==> src/rtl/ifu_fetch_ctrl_pkg.sv <==
// Shared core definitions: fetch state encoding, reset PC default and
// word-alignment helper. Also imported by the LSU bus logic.
package ifu_fetch_ctrl_pkg;

    localparam int XLEN = 32;

    localparam logic [XLEN-1:0] RESET_PC_DEFAULT = 32'h8000_0000;

    typedef enum logic [2:0] {
        IDLE  = 3'd0,
        REQ   = 3'd1,
        WAIT  = 3'd2,
        VALID = 3'd3,
        NPC   = 3'd4,
        ERR   = 3'd5
    } fetch_state_e;

    // True when the address can be used for a 32-bit instruction fetch.
    function automatic logic is_word_aligned(input logic [XLEN-1:0] addr);
        return (addr[1:0] == 2'b00);
    endfunction

endpackage

==> src/rtl/ifu_fetch_ctrl_timeout_ctr.sv <==
// Cycle counter bounding how long a single fetch may stay in flight.
// Held at zero while clear is high; saturates at LIMIT-1 and reports
// expiry while enabled.
module ifu_fetch_ctrl_timeout_ctr #(
    parameter int LIMIT = 1024
) (
    input  logic clk,
    input  logic rst,
    input  logic clear,
    input  logic enable,
    output logic expired
);

    localparam int W = (LIMIT > 1) ? $clog2(LIMIT) : 1;
    localparam logic [W-1:0] LAST = W'(LIMIT - 1);

    logic [W-1:0] count;

    // Count enabled cycles; stop at the last value so expiry stays asserted.
    always_ff @(posedge clk) begin
        if (rst || clear) begin
            count <= '0;
        end else if (enable && (count != LAST)) begin
            count <= count + W'(1);
        end
    end

    assign expired = enable && (count == LAST);

endmodule

==> src/rtl/ifu_fetch_ctrl.sv <==
// Multi-cycle instruction fetch controller: one outstanding request to
// instruction memory, one instruction presented to decode, then wait for
// the next PC from execute before fetching again.
module ifu_fetch_ctrl
    import ifu_fetch_ctrl_pkg::*;
#(
    parameter logic [31:0] RESET_PC = RESET_PC_DEFAULT,
    parameter int          TIMEOUT  = 1024,
    parameter int          CNT_W    = 32
) (
    input  logic             clk,
    input  logic             rst,
    input  logic             stop,
    input  logic [31:0]      next_pc,
    input  logic             next_pc_valid,
    output logic             mem_req_valid,
    input  logic             mem_req_ready,
    output logic [31:0]      mem_req_addr,
    input  logic             mem_rsp_valid,
    output logic             mem_rsp_ready,
    input  logic [31:0]      mem_rsp_data,
    input  logic             mem_rsp_err,
    output logic             inst_valid,
    input  logic             inst_ready,
    output logic [31:0]      pc,
    output logic [31:0]      inst,
    output logic             fetch_err,
    output logic [CNT_W-1:0] fetch_count
);

    fetch_state_e state;
    fetch_state_e state_next;

    logic load_inst;
    logic set_err;
    logic redirect;
    logic deliver;
    logic in_flight;
    logic tmo_expired;

    // The timeout only runs while a fetch is in flight and is held at zero
    // otherwise, so every new fetch starts from a fresh count.
    assign in_flight = (state == REQ) || (state == WAIT);

    ifu_fetch_ctrl_timeout_ctr #(
        .LIMIT (TIMEOUT)
    ) u_timeout (
        .clk     (clk),
        .rst     (rst),
        .clear   (!in_flight),
        .enable  (in_flight),
        .expired (tmo_expired)
    );

    assign mem_req_addr = pc;

    // State register.
    always_ff @(posedge clk) begin
        if (rst) begin
            state <= IDLE;
        end else begin
            state <= state_next;
        end
    end

    // Next-state and handshake outputs. In REQ an expired timeout wins over a
    // late request handshake; in WAIT an arriving response wins over expiry.
    always_comb begin
        state_next    = state;
        load_inst     = 1'b0;
        set_err       = 1'b0;
        redirect      = 1'b0;
        deliver       = 1'b0;
        mem_req_valid = 1'b0;
        mem_rsp_ready = 1'b0;
        inst_valid    = 1'b0;

        case (state)
            IDLE: begin
                if (!stop) begin
                    state_next = REQ;
                end
            end
            REQ: begin
                mem_req_valid = 1'b1;
                if (tmo_expired) begin
                    set_err    = 1'b1;
                    state_next = ERR;
                end else if (mem_req_ready) begin
                    state_next = WAIT;
                end
            end
            WAIT: begin
                mem_rsp_ready = 1'b1;
                if (mem_rsp_valid) begin
                    if (mem_rsp_err) begin
                        set_err    = 1'b1;
                        state_next = ERR;
                    end else begin
                        load_inst  = 1'b1;
                        state_next = VALID;
                    end
                end else if (tmo_expired) begin
                    set_err    = 1'b1;
                    state_next = ERR;
                end
            end
            VALID: begin
                inst_valid = 1'b1;
                if (inst_ready) begin
                    deliver = 1'b1;
                    if (next_pc_valid) begin
                        redirect = 1'b1;
                    end else begin
                        state_next = NPC;
                    end
                end
            end
            NPC: begin
                if (next_pc_valid) begin
                    redirect = 1'b1;
                end
            end
            ERR: begin
                state_next = ERR;
            end
            default: begin
                state_next = IDLE;
            end
        endcase

        if (redirect) begin
            if (!is_word_aligned(next_pc)) begin
                set_err    = 1'b1;
                state_next = ERR;
            end else if (stop) begin
                state_next = IDLE;
            end else begin
                state_next = REQ;
            end
        end
    end

    // Datapath registers: PC, captured instruction, sticky fault, delivery count.
    always_ff @(posedge clk) begin
        if (rst) begin
            pc          <= RESET_PC;
            inst        <= '0;
            fetch_err   <= 1'b0;
            fetch_count <= '0;
        end else begin
            if (redirect) begin
                pc <= next_pc;
            end
            if (load_inst) begin
                inst <= mem_rsp_data;
            end
            if (set_err) begin
                fetch_err <= 1'b1;
            end
            if (deliver) begin
                fetch_count <= fetch_count + CNT_W'(1);
            end
        end
    end

endmodule

==> config.mk <==
export PLATFORM = sky130hd
export DESIGN_NAME = ifu_fetch_ctrl
export DESIGN_NICKNAME = d
export VERILOG_FILES = /design/src/rtl/ifu_fetch_ctrl_pkg.sv /design/src/rtl/ifu_fetch_ctrl_timeout_ctr.sv /design/src/rtl/ifu_fetch_ctrl.sv
export SDC_FILE = /design/constraint.sdc
export NUM_CORES = 1
export LEC_CHECK = 0
export CAP_MARGIN = 30
export CELL_PAD_IN_SITES_DETAIL_PLACEMENT = 1
export CELL_PAD_IN_SITES_GLOBAL_PLACEMENT = 1
export CORE_MARGIN = 2
export CORE_UTILIZATION = 32
export DETAILED_ROUTE_END_ITERATION = 7
export GPL_TIMING_DRIVEN = 0
export HOLD_SLACK_MARGIN = 0.02
export PLACE_DENSITY = 0.87
export SLEW_MARGIN = 0
export SYNTH_ARGS = -nofsm -noshare
export SYNTH_HDL_FRONTEND = slang
export SYNTH_SLANG_ARGS = --single-unit
==> constraint.sdc <==
create_clock -name clk -period 3.3 [get_ports clk]
set_clock_uncertainty 0.05 [all_clocks]
set_input_delay 0.99 -clock clk [delete_from_list [all_inputs] [get_ports clk]]
set_output_delay 0.99 -clock clk [all_outputs]
set_load 0.01 [all_outputs]
==> flow_summary_export.csv <==
group,metric,value,unit
global_route,number_of_global_route_vias_before_repair,4858,
logic_synthesis,ys_seq_area_share,45.6,%
floorplan,start_util,33.0,%
outcome,run_status,"complete, no violations",
global_route,grt_pass1_wl,24.9,mm
global_route,global_route.usage.total,19.2,%
pwr,power_per_cell_area,511,nW/um2
worst_setup_path,rr_endpoint,"inst[20]",
detailed_routing,antenna_violating_nets_post_route,0,
timing,setup_viol_count_final,0,
timing,worst_pin_slew,830,ps
floorplan,area_enclosed_by_the_die_boundary,16100,um2
flow_run,max_cap_violations,0,
logic_synthesis,yosysWarningCount,0,
floorplan,placementRows,44,
layout,finish.utilization,50.7,%
logic_synthesis,synth_fp_nets,667,
logic_synthesis,yosysTopAreaCellShare,45.6,%
placed_design,routabilityCongestion,0.740,
logic_synthesis,share_of_synthesized_flip_flops_with_an_asynchronous_set_or_reset,0,%
global_route,grt_antenna_before_repair,0,
worst_setup_path,timing.setup.critical_path_class,"flop to output pin",
logic_synthesis,top_cells_by_area_in_the_synthesized_netlist,"dfxtp_1 46%, nand2_1 11%, a21oi_1 7.4%",
clocking,clock_tree.buffer_depth,2,
detailed_routing,drt-pass1-iter-count,4,
clocking,clk_root_buffer_cell,"clkbuf_16",
worst_setup_path,reg2reg_slack,1070,ps
logic_synthesis,post-synth-top-count-cell,"nand2_1",
floorplan,floorplan.io_pins,204,
logic_synthesis,postSynthCellCount,593,
layout,drive_above_1_share,9.99,%
detailed_routing,postRouteWirelength,15.4,mm
floorplan,core_area,14600,um2
pwr,static-leakage-power,0.00253,uW
logic_synthesis,yosys-top-cells-count,"145 x nand2_1, 110 x dfxtp_1, 71 x a21oi_1, 46 x nor2_1, 33 x buf_4",
logic_synthesis,netlist_area,4830,um2
global_route,grt_start_max_net_pins,17,
clocking,tritoncts,"done",
global_route,global_route.overflow_total,0,
clocking,ctsResizeCount,0,
logic_synthesis,synth_cell_types,48,
logic_synthesis,synth_largest_area_cell,"dfxtp_1",
logic_synthesis,number_of_synthesized_register_bits,110,
detailed_routing,avgViaCountPerCell,4.86,
clocking,cts_sinks,110,
worst_setup_path,worst_setup_path_startpoint,"state[2]",
clocking,hold_buffers,0,
logic_synthesis,synth-edff-count,0,
detailed_routing,route.vias.total,4831,
placed_design,detailed_place_hpwl,11.8,mm
timing,min_period_over_period,91.3,%
floorplan,die_width,127,um
logic_synthesis,synth_top_flop_cell,"dfxtp_1",
timing,grt_setup_unrepaired,"no",
clocking,cts_buffers,9,
worst_setup_path,data_arrival_time_of_the_critical_path,1970,ps
timing,hold_viol,0,
clocking,postCtsSetupBuffers,0,
worst_setup_path,crit_path_start_kind,"flop",
floorplan,chipHeight,127,um
timing,fmaxAchievable,332,MHz
layout,areaGrowthSynthToFinish,53.8,%
worst_setup_path,critical_path.endpoint_type,"output pin",
worst_setup_path,worstReg2RegStart,"state[1]",
detailed_routing,post-route-drc-count,0,
hold_path,hold_path_class,"flop to flop",
logic_synthesis,syn-mean-instance-area,8.14,um2
detailed_routing,drt_iter0_drc,184,
timing,slew-limit-headroom,44.2,%
timing,totalNegativeSetupSlack,0,ps
timing,slew_violations,0,
worst_setup_path,endpoint,"mem_req_valid",
layout,antennaDiodeCount,0,
layout,finalNetCount,881,
worst_setup_path,rr_worst_depth,6,
layout,filler_cell_count,1747,
timing,fin_crit,3010,ps
placed_design,buffer_ports.inserted,203,
pwr,ir_worst_vdd,0.280,mV
placed_design,numPlacedInstances,980,
detailed_routing,route.detailed.wl_per_inst,15.5,um
layout,fin_cells,995,
clocking,clock_tree.htree_level_count,3,
worst_setup_path,cp_data_required_time,2260,ps
worst_setup_path,crit_fanout,10,
clocking,cts.clk_slew.worst_paths,70,ps
clocking,clkLatencyLatePin,350,ps
## through the flow
step           hold WS, ps  area (um2)  total power (uW)  setup slack (ps)
2_1_floorplan          431        4830              2110               955
3_3_place_gp           391        7090              2570               116
3_5_place_dp           398        7090              2590               126
4_1_cts                408        7430              3840               263
5_1_grt                427        7430              4000              88.3
6_report               406        7430              3800               286
## state kept, by name, summed over array words and instances (netlist names)
signal	count
u_timeout.count	10
fetch_err	1
inst	32
fetch_count	32
state	3
mem_req_addr	32
## cell families after synthesis
kind of cell | Yosys count | synth area share (%)
fa+ha+maj | 2 | 0.518
compound gates | 94 | 11.2
buf+inv | 78 | 9.35
flops | 110 | 45.6
xor+xnor | 33 | 5.99
mux | 2 | 0.518
simple gates | 274 | 26.8
## final cells by class
cell class | instances | area (um2) | share of cell area, %
Tap cell | 184 | 230 | 3.10
Clock buffer | 11 | 243 | 3.27
Clock inverter | 4 | 95.1 | 1.28
Buffer | 66 | 407 | 5.47
Inverter | 12 | 45.0 | 0.606
Multi-Input combinational cell | 405 | 2170 | 29.3
Timing Repair Buffer | 203 | 2030 | 27.4
Sequential cell | 110 | 2200 | 29.6
## worst min path at each step
stage,start,endpoint,slack [ps],cells past startpoint
5_1_grt,inst[8],inst[8],430,2
3_3_place_gp,inst[9],inst[9],390,2
6_report,inst[8],inst[8],410,2
3_5_place_dp,inst[8],inst[8],400,2
4_1_cts,inst[8],inst[8],410,2
2_1_floorplan,inst[0],inst[0],430,2
## report_power, final
part           total (uW)  leakage [uW]  internal, uW  switching (uW)
Clock                1240      0.000166           758             483
Combinational        1070       0.00148           532             542
Sequential           1480      0.000888          1420            66.3
## layer usage
metal  track usage (%)  vias up  part of all wire (%)
met1              23.0     2323                    43
met2              34.2      116                    51
met5                 0        -                     0
met4              5.62        0                   1.7
li1                  -     2376                     -
met3              4.60       16                   4.8
## worst max-delay path, stage by stage, from the launching register on
cell and delay (ps):
dfxtp_1 310, buf_6 130, or3b_2 490, inv_1 120, clkdlybuf4s50_1 570
## cells in the final DEF (no fill, tap or decap), types with 2 or more instances in the layout
cell type / netlist / layout
nand3_1: 13 / 13
nor4_2: 6 / 6
o21ai_2: 2 / 2
nor4_1: 7 / 7
or3_1: 5 / 5
a31o_2: 2 / 2
clkdlybuf4s50_1: 0 / 203
nor2b_1: 2 / 2
buf_4: 33 / 33
buf_1: 2 / 2
nand3b_1: 2 / 2
o21ai_0: 6 / 6
clkbuf_1: 18 / 19
buf_2: 10 / 10
dfxtp_1: 110 / 110
a21oi_1: 71 / 71
nand2b_1: 5 / 5
nand3_2: 2 / 2
nand2_1: 145 / 145
nor3b_1: 3 / 3
ha_1: 2 / 2
and4_1: 4 / 4
a311oi_1: 2 / 2
xnor2_1: 28 / 28
and3_1: 2 / 2
clkbuf_16: 0 / 9
a211oi_1: 3 / 3
buf_6: 3 / 3
nor2_1: 46 / 46
bufinv_16: 0 / 3
nor3_1: 12 / 12
xor2_1: 5 / 5
inv_1: 12 / 12
nand4_1: 11 / 11
or2_2: 3 / 3
No activity file was read; power rests on OpenSTA's default activity.
